$ cat config.mk
export PLATFORM = sky130hd
export DESIGN_NAME = imem_boot_loader
export DESIGN_NICKNAME = d
export VERILOG_FILES = /design/src/rtl/imem_boot_loader_pkg.sv /design/src/rtl/loader_word_packer.sv /design/src/rtl/imem_boot_loader.sv
export SDC_FILE = /design/constraint.sdc
export NUM_CORES = 1
export LEC_CHECK = 0
export CAP_MARGIN = 20
export CORE_MARGIN = 5
export CORE_UTILIZATION = 52
export DETAILED_ROUTE_END_ITERATION = 7
export PLACE_DENSITY = 0.74
export SLEW_MARGIN = 30
export SYNTH_ARGS = -nofsm -noshare
export SYNTH_HDL_FRONTEND = slang
export SYNTH_SLANG_ARGS = --single-unit
$ cat constraint.sdc
create_clock -name clk -period 3.75 [get_ports clk]
set_input_delay 1.125 -clock clk [delete_from_list [all_inputs] [get_ports clk]]
set_output_delay 1.125 -clock clk [all_outputs]
set_load 0.005 [all_outputs]
$ cat src/rtl/imem_boot_loader_pkg.sv
// Shared definitions for the instruction-memory boot loader and the processor it feeds.
// Holds the default memory geometry and the loader state encoding.
package imem_boot_loader_pkg;

  localparam int DEF_IM_DEPTH = 256;
  localparam int DEF_ADDR_W   = 16;

  typedef enum logic [3:0] {
    IDLE,
    LEN_HI,
    LEN_LO,
    DATA_HI,
    DATA_LO,
    CSUM_HI,
    CSUM_LO,
    DONE,
    ERROR
  } load_state_e;

  // The states in which the loader is consuming bytes from the stream.
  function automatic logic is_rx_state(input load_state_e s);
    return (s == LEN_HI)  || (s == LEN_LO)  ||
           (s == DATA_HI) || (s == DATA_LO) ||
           (s == CSUM_HI) || (s == CSUM_LO);
  endfunction

endpackage

$ cat src/rtl/loader_word_packer.sv
// Pairs big-endian bytes into 16-bit words and keeps the running 16-bit sum of data words.
// The held high byte is shared by the length, data and checksum fields.
module loader_word_packer (
  input  logic        clk,
  input  logic        rst,
  input  logic        clear,
  input  logic        hi_load,
  input  logic        word_load,
  input  logic [7:0]  byte_in,
  output logic [15:0] word,
  output logic [15:0] csum
);

  logic [7:0] hi_q;

  // The word is formed while the low byte is still on the bus, so the
  // consumer can act on it in the same cycle as the low-byte handshake.
  assign word = {hi_q, byte_in};

  always_ff @(posedge clk or posedge rst) begin
    if (rst) begin
      hi_q <= '0;
      csum <= '0;
    end else begin
      // NOTE: non-blocking assignments keep every register sampling pre-edge
      // values, so register order in the block does not matter.
      if (hi_load) hi_q <= byte_in;
      if (clear)          csum <= '0;
      else if (word_load) csum <= csum + word;
    end
  end

endmodule

$ cat src/rtl/imem_boot_loader.sv
// Receives a length-prefixed, checksummed byte stream and writes it into instruction memory,
// holding the processor in reset until a load completes cleanly.
module imem_boot_loader
  import imem_boot_loader_pkg::*;
#(
  parameter int IM_DEPTH = DEF_IM_DEPTH,
  parameter int ADDR_W   = DEF_ADDR_W
) (
  input  logic              clk,
  input  logic              reset,
  input  logic              start,
  input  logic              rx_valid,
  input  logic [7:0]        rx_data,
  output logic              rx_ready,
  output logic              im_we,
  output logic [ADDR_W-1:0] im_addr,
  output logic [15:0]       im_wdata,
  output logic              cpu_reset,
  output logic              load_busy,
  output logic              load_done,
  output logic              load_err
);

  localparam logic [15:0] MAX_WORDS = 16'(IM_DEPTH);

  load_state_e state_q, state_d;
  logic [15:0] len_q, word_cnt_q;
  logic [15:0] pk_word, pk_csum;
  logic        xfer, start_ok, hi_load, word_load, len_load;

  assign rx_ready  = is_rx_state(state_q);
  assign load_busy = rx_ready;
  assign load_done = (state_q == DONE);
  assign load_err  = (state_q == ERROR);
  assign xfer      = rx_valid && rx_ready;

  loader_word_packer u_packer (
    .clk       (clk),
    .rst       (reset),
    .clear     (start_ok),
    .hi_load   (hi_load),
    .word_load (word_load),
    .byte_in   (rx_data),
    .word      (pk_word),
    .csum      (pk_csum)
  );

  always_ff @(posedge clk or posedge reset) begin
    if (reset) state_q <= IDLE;
    else       state_q <= state_d;
  end

  always_comb begin
    // NOTE: every output of this block gets a default first, so no path can
    // leave one unassigned and infer a latch.
    state_d   = state_q;
    start_ok  = 1'b0;
    hi_load   = 1'b0;
    word_load = 1'b0;
    len_load  = 1'b0;
    unique case (state_q)
      IDLE, DONE, ERROR: begin
        if (start) begin
          start_ok = 1'b1;
          state_d  = LEN_HI;
        end
      end
      LEN_HI, DATA_HI, CSUM_HI: begin
        if (xfer) begin
          hi_load = 1'b1;
          state_d = (state_q == LEN_HI)  ? LEN_LO :
                    (state_q == DATA_HI) ? DATA_LO : CSUM_LO;
        end
      end
      LEN_LO: begin
        if (xfer) begin
          len_load = 1'b1;
          if (pk_word == 16'd0)           state_d = CSUM_HI;
          else if (pk_word > MAX_WORDS)   state_d = ERROR;
          else                            state_d = DATA_HI;
        end
      end
      DATA_LO: begin
        if (xfer) begin
          word_load = 1'b1;
          state_d   = (word_cnt_q + 16'd1 == len_q) ? CSUM_HI : DATA_HI;
        end
      end
      CSUM_LO: begin
        if (xfer) state_d = (pk_word == pk_csum) ? DONE : ERROR;
      end
      default: state_d = IDLE;
    endcase
  end

  // Write port is registered: the word lands one cycle after its low byte.
  always_ff @(posedge clk or posedge reset) begin
    if (reset) begin
      len_q      <= '0;
      word_cnt_q <= '0;
      im_we      <= 1'b0;
      im_addr    <= '0;
      im_wdata   <= '0;
      cpu_reset  <= 1'b1;
    end else begin
      im_we <= word_load;
      if (start_ok) begin
        len_q      <= '0;
        word_cnt_q <= '0;
        cpu_reset  <= 1'b1;
      end
      if (len_load) len_q <= pk_word;
      if (word_load) begin
        im_addr    <= ADDR_W'(word_cnt_q);
        im_wdata   <= pk_word;
        word_cnt_q <= word_cnt_q + 16'd1;
      end
      if (state_d == DONE && state_q != DONE) cpu_reset <= 1'b0;
    end
  end

endmodule

After elaboration in Yosys (flattened, before gate mapping)
Index checks and enable logic that the tools add are counted.
{"block": "word_totals", "ff_bits": 94, "out_inout_bits": 38, "inputBits": 12}
{"block": "classes", "add_sub_neg": 2, "muxes": 25, "n_reduce_logical": 14, "eq_ne": 12, "magnitude_cmp": 1}
{"cell": "two-way mux 16 bit", "count": 5}
{"cell": "equality test 16 bit", "count": 2}
{"cell": "two-way mux 4 bit", "count": 8}
{"cell": "equality test 4 x 3 -> 1 bit, second input constant", "count": 5}
{"cell": "case mux 4 bit (5 select lines)", "count": 1}
{"cell": "adder 16 x 1 -> 16 bit, second input constant", "count": 1}
{"cell": "adder 16 bit", "count": 1}
{"cell": "> comparator 16 x 9 -> 1 bit, second input constant", "count": 1}
{"cell": "zero test 16 bit", "count": 1}
{"cell": "equality test 4 x 2 -> 1 bit, second input constant", "count": 2}
{"cell": "two-way mux 1 bit", "count": 8}
{"cell": "two-way mux 3 bit", "count": 2}
{"cell": "nonzero test 2 bit", "count": 3}
{"cell": "OR reduction 3 bit", "count": 2}
{"cell": "logical OR 1 bit", "count": 5}
{"cell": "equality test 4 x 1 -> 1 bit, second input constant", "count": 1}
{"cell": "equality test 4 bit, second input constant", "count": 1}
{"cell": "zero test 4 bit", "count": 1}
{"cell": "!= test 4 x 3 -> 1 bit, second input constant", "count": 1}
{"cell": "logical AND 1 bit", "count": 2}
{"cell": "two-way mux 2 bit", "count": 1}

Depth between registers and ports, before layout
Gate-level depths: netlist of run 1.
{"block": "logic_depth", "word_depth": 12, "ltp_mapped": 11}

Modules after synthesis
Synthesis of run 1 repeated with hierarchy kept, for this count alone.
{"block": "hier_totals", "cells_unflattened": 642, "area_unflattened_um2": 5679.2}
{"mod": "imem_boot_loader", "area_per_inst_um2": 3858.7, "cells_per_inst": 453, "seq_area_each_um2": 1752.9, "instances": 1}
{"mod": "loader_word_packer", "area_per_inst_um2": 1820.5, "cells_per_inst": 189, "seq_area_each_um2": 600.6, "instances": 1}

Least setup slack after synthesis of run 1
OpenSTA, ideal clock, no wires.
{"block": "synth_timing", "kind": "input-to-reg", "start": "input port rx_data[0]", "end": "register u_packer.csum[14]", "required_time_ns": 3.630, "n_path_buf": 0, "setup_slack_ns": 0.362, "path_stages": 11, "setup_ns": 0.120, "arrival_ns": 3.268, "cell_sequence": "ha_1 > inv_1 > fa_1 > nor2b_1 > o21ai_0 > a21o_1 > a31oi_1 > a41oi_1 > a2111oi_0 > o21ai_0 > a31o_2"}
{"block": "synth_between", "elab_chain_len": 3}
{"item": "from (decl)", "line_no": "imem_boot_loader.sv:13", "rtl": "input logic [7:0] rx_data,"}
{"item": "adder 16 bit", "line_no": "loader_word_packer.sv:29", "rtl": "else if (word_load) csum <= csum + word;"}
{"item": "two-way mux 16 bit", "line_no": "loader_word_packer.sv:29"}
{"item": "two-way mux 16 bit", "line_no": "loader_word_packer.sv:28", "rtl": "if (clear) csum <= '0;"}
{"item": "to (signal assigned)", "line_no": "loader_word_packer.sv:29"}
{"item": "to (decl)", "line_no": "loader_word_packer.sv:11", "rtl": "output logic [15:0] csum"}
Every way passes these cells. The select of a mux whose other input is x is not followed.
A chain may end at the register's enable or synchronous reset.

Final worst setup path of run 1
Same ends and word-level chain as after synthesis.

==> results of run 1 <==
==> layout by cell type (no fill, tap or decap), drive strengths merged, types with 9 or more instances in the layout <==
| cell | synthesis | routed |
|---|---|---|
| nand3 | 29 | 29 |
| nand2 | 162 | 162 |
| xnor2 | 21 | 21 |
| nor4 | 13 | 13 |
| buf | 12 | 19 |
| inv | 16 | 20 |
| nor3 | 14 | 14 |
| ha | 16 | 16 |
| dfrtp | 93 | 93 |
| clkdlybuf4s50 | 0 | 49 |
| nor2 | 21 | 21 |
| xor2 | 16 | 16 |
| o21ai | 65 | 65 |
| a21oi | 13 | 13 |
| clkbuf | 27 | 9 |
==> sequential cells by signal, indices dropped and copies added, names as in the netlist <==
name,flops
cpu_reset,1
len_q,16
state_q,4
im_we,1
im_wdata,16
im_addr,16
u_packer.hi_q,8
word_cnt_q,16
u_packer.csum,16
==> critical path, stage by stage <==
cell,delay (ns)
clkdlybuf4s50_1,0.50
ha_1,0.17
inv_1,0.05
fa_1,0.41
nor2b_1,0.14
o21ai_0,0.13
a21o_1,0.23
a31oi_2,0.18
a41oi_2,0.18
a2111oi_2,0.38
o21ai_0,0.14
a31o_2,0.25
==> repair_timing <==
action,in CTS,in global routing
buffers inserted,0,0
setup endpoints to repair,0,1
resized for setup,0,4
==> power by group <==
part / switching (mW) / internal (mW) / total [mW] / leakage [nW]
clock: 0.402 / 0.256 / 0.658 / 0.0931
sequential: 0.214 / 1.18 / 1.39 / 1.28
combinational: 0.496 / 0.456 / 0.952 / 1.43
total: 1.11 / 1.89 / 3.00 / 2.81
==> worst max-delay path by stage <==
stage,start,endpoint,slack (ns),cells after the start
floorplan,reset,im_addr[0],0.18,1
global placement,rx_data[0],u_packer.csum[14],-0.18,12
detailed placement,rx_data[0],u_packer.csum[14],-0.26,12
CTS,rx_data[0],u_packer.csum[14],0.12,12
global route,rx_data[0],u_packer.csum[14],-0.002,12
finish,rx_data[0],u_packer.csum[14],0.13,12
==> area by class of cell <==
class,count,area [sq um],share of cell area (%)
Clock buffer,9,124,2.04
Tap cell,133,166,2.73
Clock inverter,7,62.6,1.03
Sequential cell,94,2350,38.7
Inverter,16,61.3,1.01
Multi-Input combinational cell,460,2670,43.9
Timing Repair Buffer,68,646,10.6
==> per-layer routing <==
metal / track usage, % / share of wire, % / vias to the layer above
li1: - / - / 2169
met1: 30.9 / 45 / 2181
met2: 36.0 / 48 / 125
met3: 3.38 / 4.7 / 21
met4: 9.59 / 2.3 / 0
met5: 0 / 0 / -
==> per-stage QoR <==
step | hold WS (ns) | instances | area [sq um] | utilization, %
floorplan | 0.448 | 609 | 5220 | -
global route | 0.498 | 787 | 6090 | 62.3
CTS | 0.482 | 787 | 6070 | 62.1
global placement | 0.456 | 771 | 5880 | 60.2
finish | 0.479 | 787 | 6090 | 62.3
detailed placement | 0.461 | 771 | 5880 | 60.2
==> logic make-up after synthesis <==
| kind of cell | after synthesis | synth area share, % |
|---|---|---|
| mux | 9 | 1.92 |
| simple gates | 277 | 24.3 |
| compound gates | 120 | 14.0 |
| xor+xnor | 37 | 6.21 |
| flops | 94 | 45.1 |
| buf+inv | 55 | 4.26 |
| fa+ha+maj | 17 | 4.22 |
==> impl_metrics.ini, run 1 <==
[global_routing]
antenna_found_initial = 0
grt_pass1_vias = 4493
grt_usage_pct = 22.6
grt_max_degree = 69
grt_pass1_wl_microns = 21700
grt_overflow = 0

[floorplanning]
pin_count = 50
dieArea_sq_um = 12100
initial_core_util_pct = 53.4
coreArea_sq_um = 9770
die_w_microns = 110
fp-row-count = 36
die_y_microns = 110

[placed_design]
io_buffers = 49
hpwlAfterDp_microns = 8560
gp_congestion = 0.905
preCtsSetupSlack_ns = -0.263

[setup_path]
reg2reg_to = cpu_reset
path_class = input port to flip-flop
start_kind = input port
rr_worst_depth = 8
arrival_ns = 3.90
cp_max_fo = 2
endpoint_kind = flip-flop
crit_required_ns = 4.02
worstReg2RegStart = word_cnt_q[0]
r2r_slack_ns = 0.81

[synth]
syn_nets = 638
ys_warn_count = 0
synthTopCellsByArea = dfrtp_1 45%, nand2_1 12%, o21ai_0 6.2%
ys_async_sr_fraction_pct = 100
synth_commonest_cells = 162 x nand2_1, 93 x dfrtp_1, 65 x o21ai_0, 29 x nand3_1, 27 x clkbuf_1
synth_area_per_cell_sq_um = 8.58
postSynthCellCount = 609
yosysMostFrequentCell = nand2_1
synth_top_area_share_pct = 44.6
ys_seq_area_share_pct = 45.1
synth_seq_cells = 94
synth_top_cell_by_area = dfrtp_1
synthDistinctLibCells = 55
synth_ff_type = dfrtp_1
synth_edf_count = 0
netlist_area_sq_um = 5220

[timing]
setup_tns_ns = 0
slew-limit-headroom_pct = 61.6
fin_skew_ns = 0.0125
layout_setup_ws_ns = 0.126
tightest_slew_ns = 0.571
setup_viol = 0
drv_slew = 0
fmax_ghz = 0.276
min_period_ns = 3.62
hold_viol = 0
min_period_over_period_pct = 96.6

[clock_tree]
clock_latency_ns = 0.38
clockBufferDepth = 2
cts_tree = built
hold_buffers = 0
clkTransAtPathRegs_ns = 0.10
htree_levels = 3
root_buffer = clkbuf_8
cts_buffers = 9
cts.sinks = 94

[route]
routed_wl_microns = 12500
ant_nets = 0
drc = 0
first_pass_iters = 5
drt-initial-drc-count = 272
vias_per_cell = 5.71
wl_per_cell_microns = 15.9
vias = 4496

[cells_and_area]
final.fill_count = 865
drive_above_1_share_pct = 8.87
finalNetCount = 678
area_growth_pct = 16.5
antenna_cells = 0

[min_path]
hold_path_depth = 2
hold_class = flip-flop to flip-flop
min_from = cpu_reset
min_to = cpu_reset

[power_and_ir_drop]
power_mw = 3.00
peakVddDrop_mv = 0.233
powerDensity_nw_per_um2 = 493
leakage_nw = 2.81

[run]
drv_cap = 0

[status]
status = finished clean
(Power assumes the default switching activity.)
==> run 2: changes to the inputs <==
--- a/config.mk
+++ b/config.mk
@@ -7,9 +7,9 @@
 export LEC_CHECK = 0
 export CAP_MARGIN = 20
 export CORE_MARGIN = 5
-export CORE_UTILIZATION = 52
+export CORE_UTILIZATION = 62
 export DETAILED_ROUTE_END_ITERATION = 7
-export PLACE_DENSITY = 0.74
+export PLACE_DENSITY = 0.83
 export SLEW_MARGIN = 30
 export SYNTH_ARGS = -nofsm -noshare
 export SYNTH_HDL_FRONTEND = slang
==> constraint.sdc (replaced) <==
create_clock -name clk -period 4.2 [get_ports clk]
set_input_delay 1.26 -clock clk [delete_from_list [all_inputs] [get_ports clk]]
set_output_delay 1.26 -clock clk [all_outputs]
set_load 0.005 [all_outputs]
==> impl_metrics.ini, run 2 (synthesized netlist as in run 1, its figures left out) <==
[placed_design]
preCtsSetupSlack_ns = -0.00438
io_buffers = 49
dp.cells = 735
hpwlAfterDp_microns = 8460
gp_congestion = 0.886
dpl-instance-area_sq_um = 5780

[floorplanning]
pin_count = 50
dieArea_sq_um = 10400
fp-row-count = 33
die_w_microns = 102
initial_core_util_pct = 63.6
coreArea_sq_um = 8220
die_y_microns = 102

[global_routing]
grt_overflow = 0
grt-busiest-layer = met2
grt_use_met2_pct = 42.1
grt_use_met3_pct = 5.10
antenna_found_initial = 0
grt_pass1_vias = 4481
grt_max_degree = 95
grt_usage_pct = 25.1
use_met1_pct = 32.3
grt_pass1_wl_microns = 20900

[cells_and_area]
final_cells = 751
antenna_cells = 0
final_cell_mix = 161 x nand2_1, 93 x dfrtp_1, 64 x o21ai_0
fin_util_pct = 73.1
final.fill_count = 614
multiInputGateArea_sq_um = 2650
area_growth_pct = 14.9
drive_above_1_share_pct = 7.12
finalNetCount = 670
final-seq-area_sq_um = 2350
final_cell_area_sq_um = 6000
final_common_cell = nand2_1

[setup_path]
critPathBufInv = 2
crit_path_cell_trace = clkdlybuf4s50_1 > ha_1 > inv_1 > fa_1 > nor2b_1 > o21ai_0 > a21o_1 > a31oi_1 > a41oi_1 > a2111oi_0 > o21ai_0 > a31o_2
crit_path_top_delay_cell = clkdlybuf4s50_1
reg2reg_to = cpu_reset
cpPeakStageDelay_ns = 0.49
cp_max_fo = 3
path_common_cell = o21ai_0
worstReg2RegStart = word_cnt_q[0]
endpoint_kind = flip-flop
arrival_ns = 4.11
start_kind = input port
crit_required_ns = 4.45
r2r_slack_ns = 1.33
rr_worst_depth = 8
path_class = input port to flip-flop
crit_family = compound AO/OA/AOI/OAI gates

[min_path]
hold_path_depth = 2
min_to = cpu_reset
hold_class = flip-flop to flip-flop
min_from = cpu_reset

[clock_tree]
cts_tree = built
post_cts.repair.setup_buffers = 0
cts.repair.resized = 0
htree_levels = 3
clockBufferDepth = 2
clkTransAtPathRegs_ns = 0.09
root_buffer = clkbuf_8
cts.sinks = 94
hold_buffers = 0
clock_latency_ns = 0.36
cts_buffers = 9

[run]
drv_cap = 0

[power_and_ir_drop]
leakage_nw = 2.79
peakVddDrop_mv = 0.229
powerDensity_nw_per_um2 = 461

[route]
drc = 0
first_pass_iters = 5
drt-initial-drc-count = 408
routed_wl_microns = 12300
vias_per_cell = 6.11
vias = 4591
ant_nets = 0
wl_per_cell_microns = 16.4

[timing]
tightest_slew_ns = 0.618
min_period_over_period_pct = 91.9
layout_setup_ws_ns = 0.342
setup_viol = 0
slew-limit-headroom_pct = 58.4
rsz0062_at_grt = false
hold_viol = 0
fmax_ghz = 0.259
fin_skew_ns = 0.00966
drv_slew = 0
min_period_ns = 3.86

[status]
status = finished clean
-- run 2: per-stage QoR --
step	total power, mW	hold WS (ns)	TNS (ns)
after floorplan	1.78	0.448	0
after detailed placement	2.09	0.458	-0.00438
after global routing	2.92	0.507	0
final	2.77	0.475	0
after CTS	2.77	0.476	0
after global placement	2.05	0.457	0
-- run 2: worst max-delay path by stage --
stage	from	endpoint	slack (ns)	cells past startpoint
6_report	rx_data[0]	u_packer.csum[14]	0.34	12
5_1_grt	rx_data[0]	u_packer.csum[14]	0.18	12
4_1_cts	rx_data[0]	u_packer.csum[14]	0.36	12
3_5_place_dp	rx_data[0]	u_packer.csum[14]	-0.004	12
3_3_place_gp	rx_data[0]	u_packer.csum[14]	0.09	12
2_1_floorplan	reset	im_addr[0]	0.49	1
-- run 2: cell type report --
type                       instances  area share [%]
timing repair buffer              60            9.75
clock inverter                     6            1.52
inverter                          16            1.02
tap                              105            2.19
clock buffer                      10            2.13
sequential                        94            39.2
multi-input combinational        460            44.2
-- run 2: report_power, final --
part	internal [mW]	switching (mW)	leakage, nW	total [mW]
combinational	0.399	0.438	1.40	0.837
clock	0.341	0.335	0.112	0.677
sequential	1.05	0.201	1.28	1.25
total	1.79	0.975	2.79	2.77
-- run 2: worst register-to-register path: cells and delay by family (launching register included) --
family	cells	cell delay, ns
AOI/OAI and AO/OA	2	0.41
xor gates and xnor gates	1	0.20
adders and majority gates	1	0.35
DFF	1	0.50
and+or+nand+nor	4	1.35
-- run 2: per-layer routing --
metal / part of all wire, % / vias to the layer above
met5: 0 / -
met4: 2.6 / 0
met3: 7.0 / 34
met2: 49 / 185
met1: 41 / 2211
li1: - / 2161
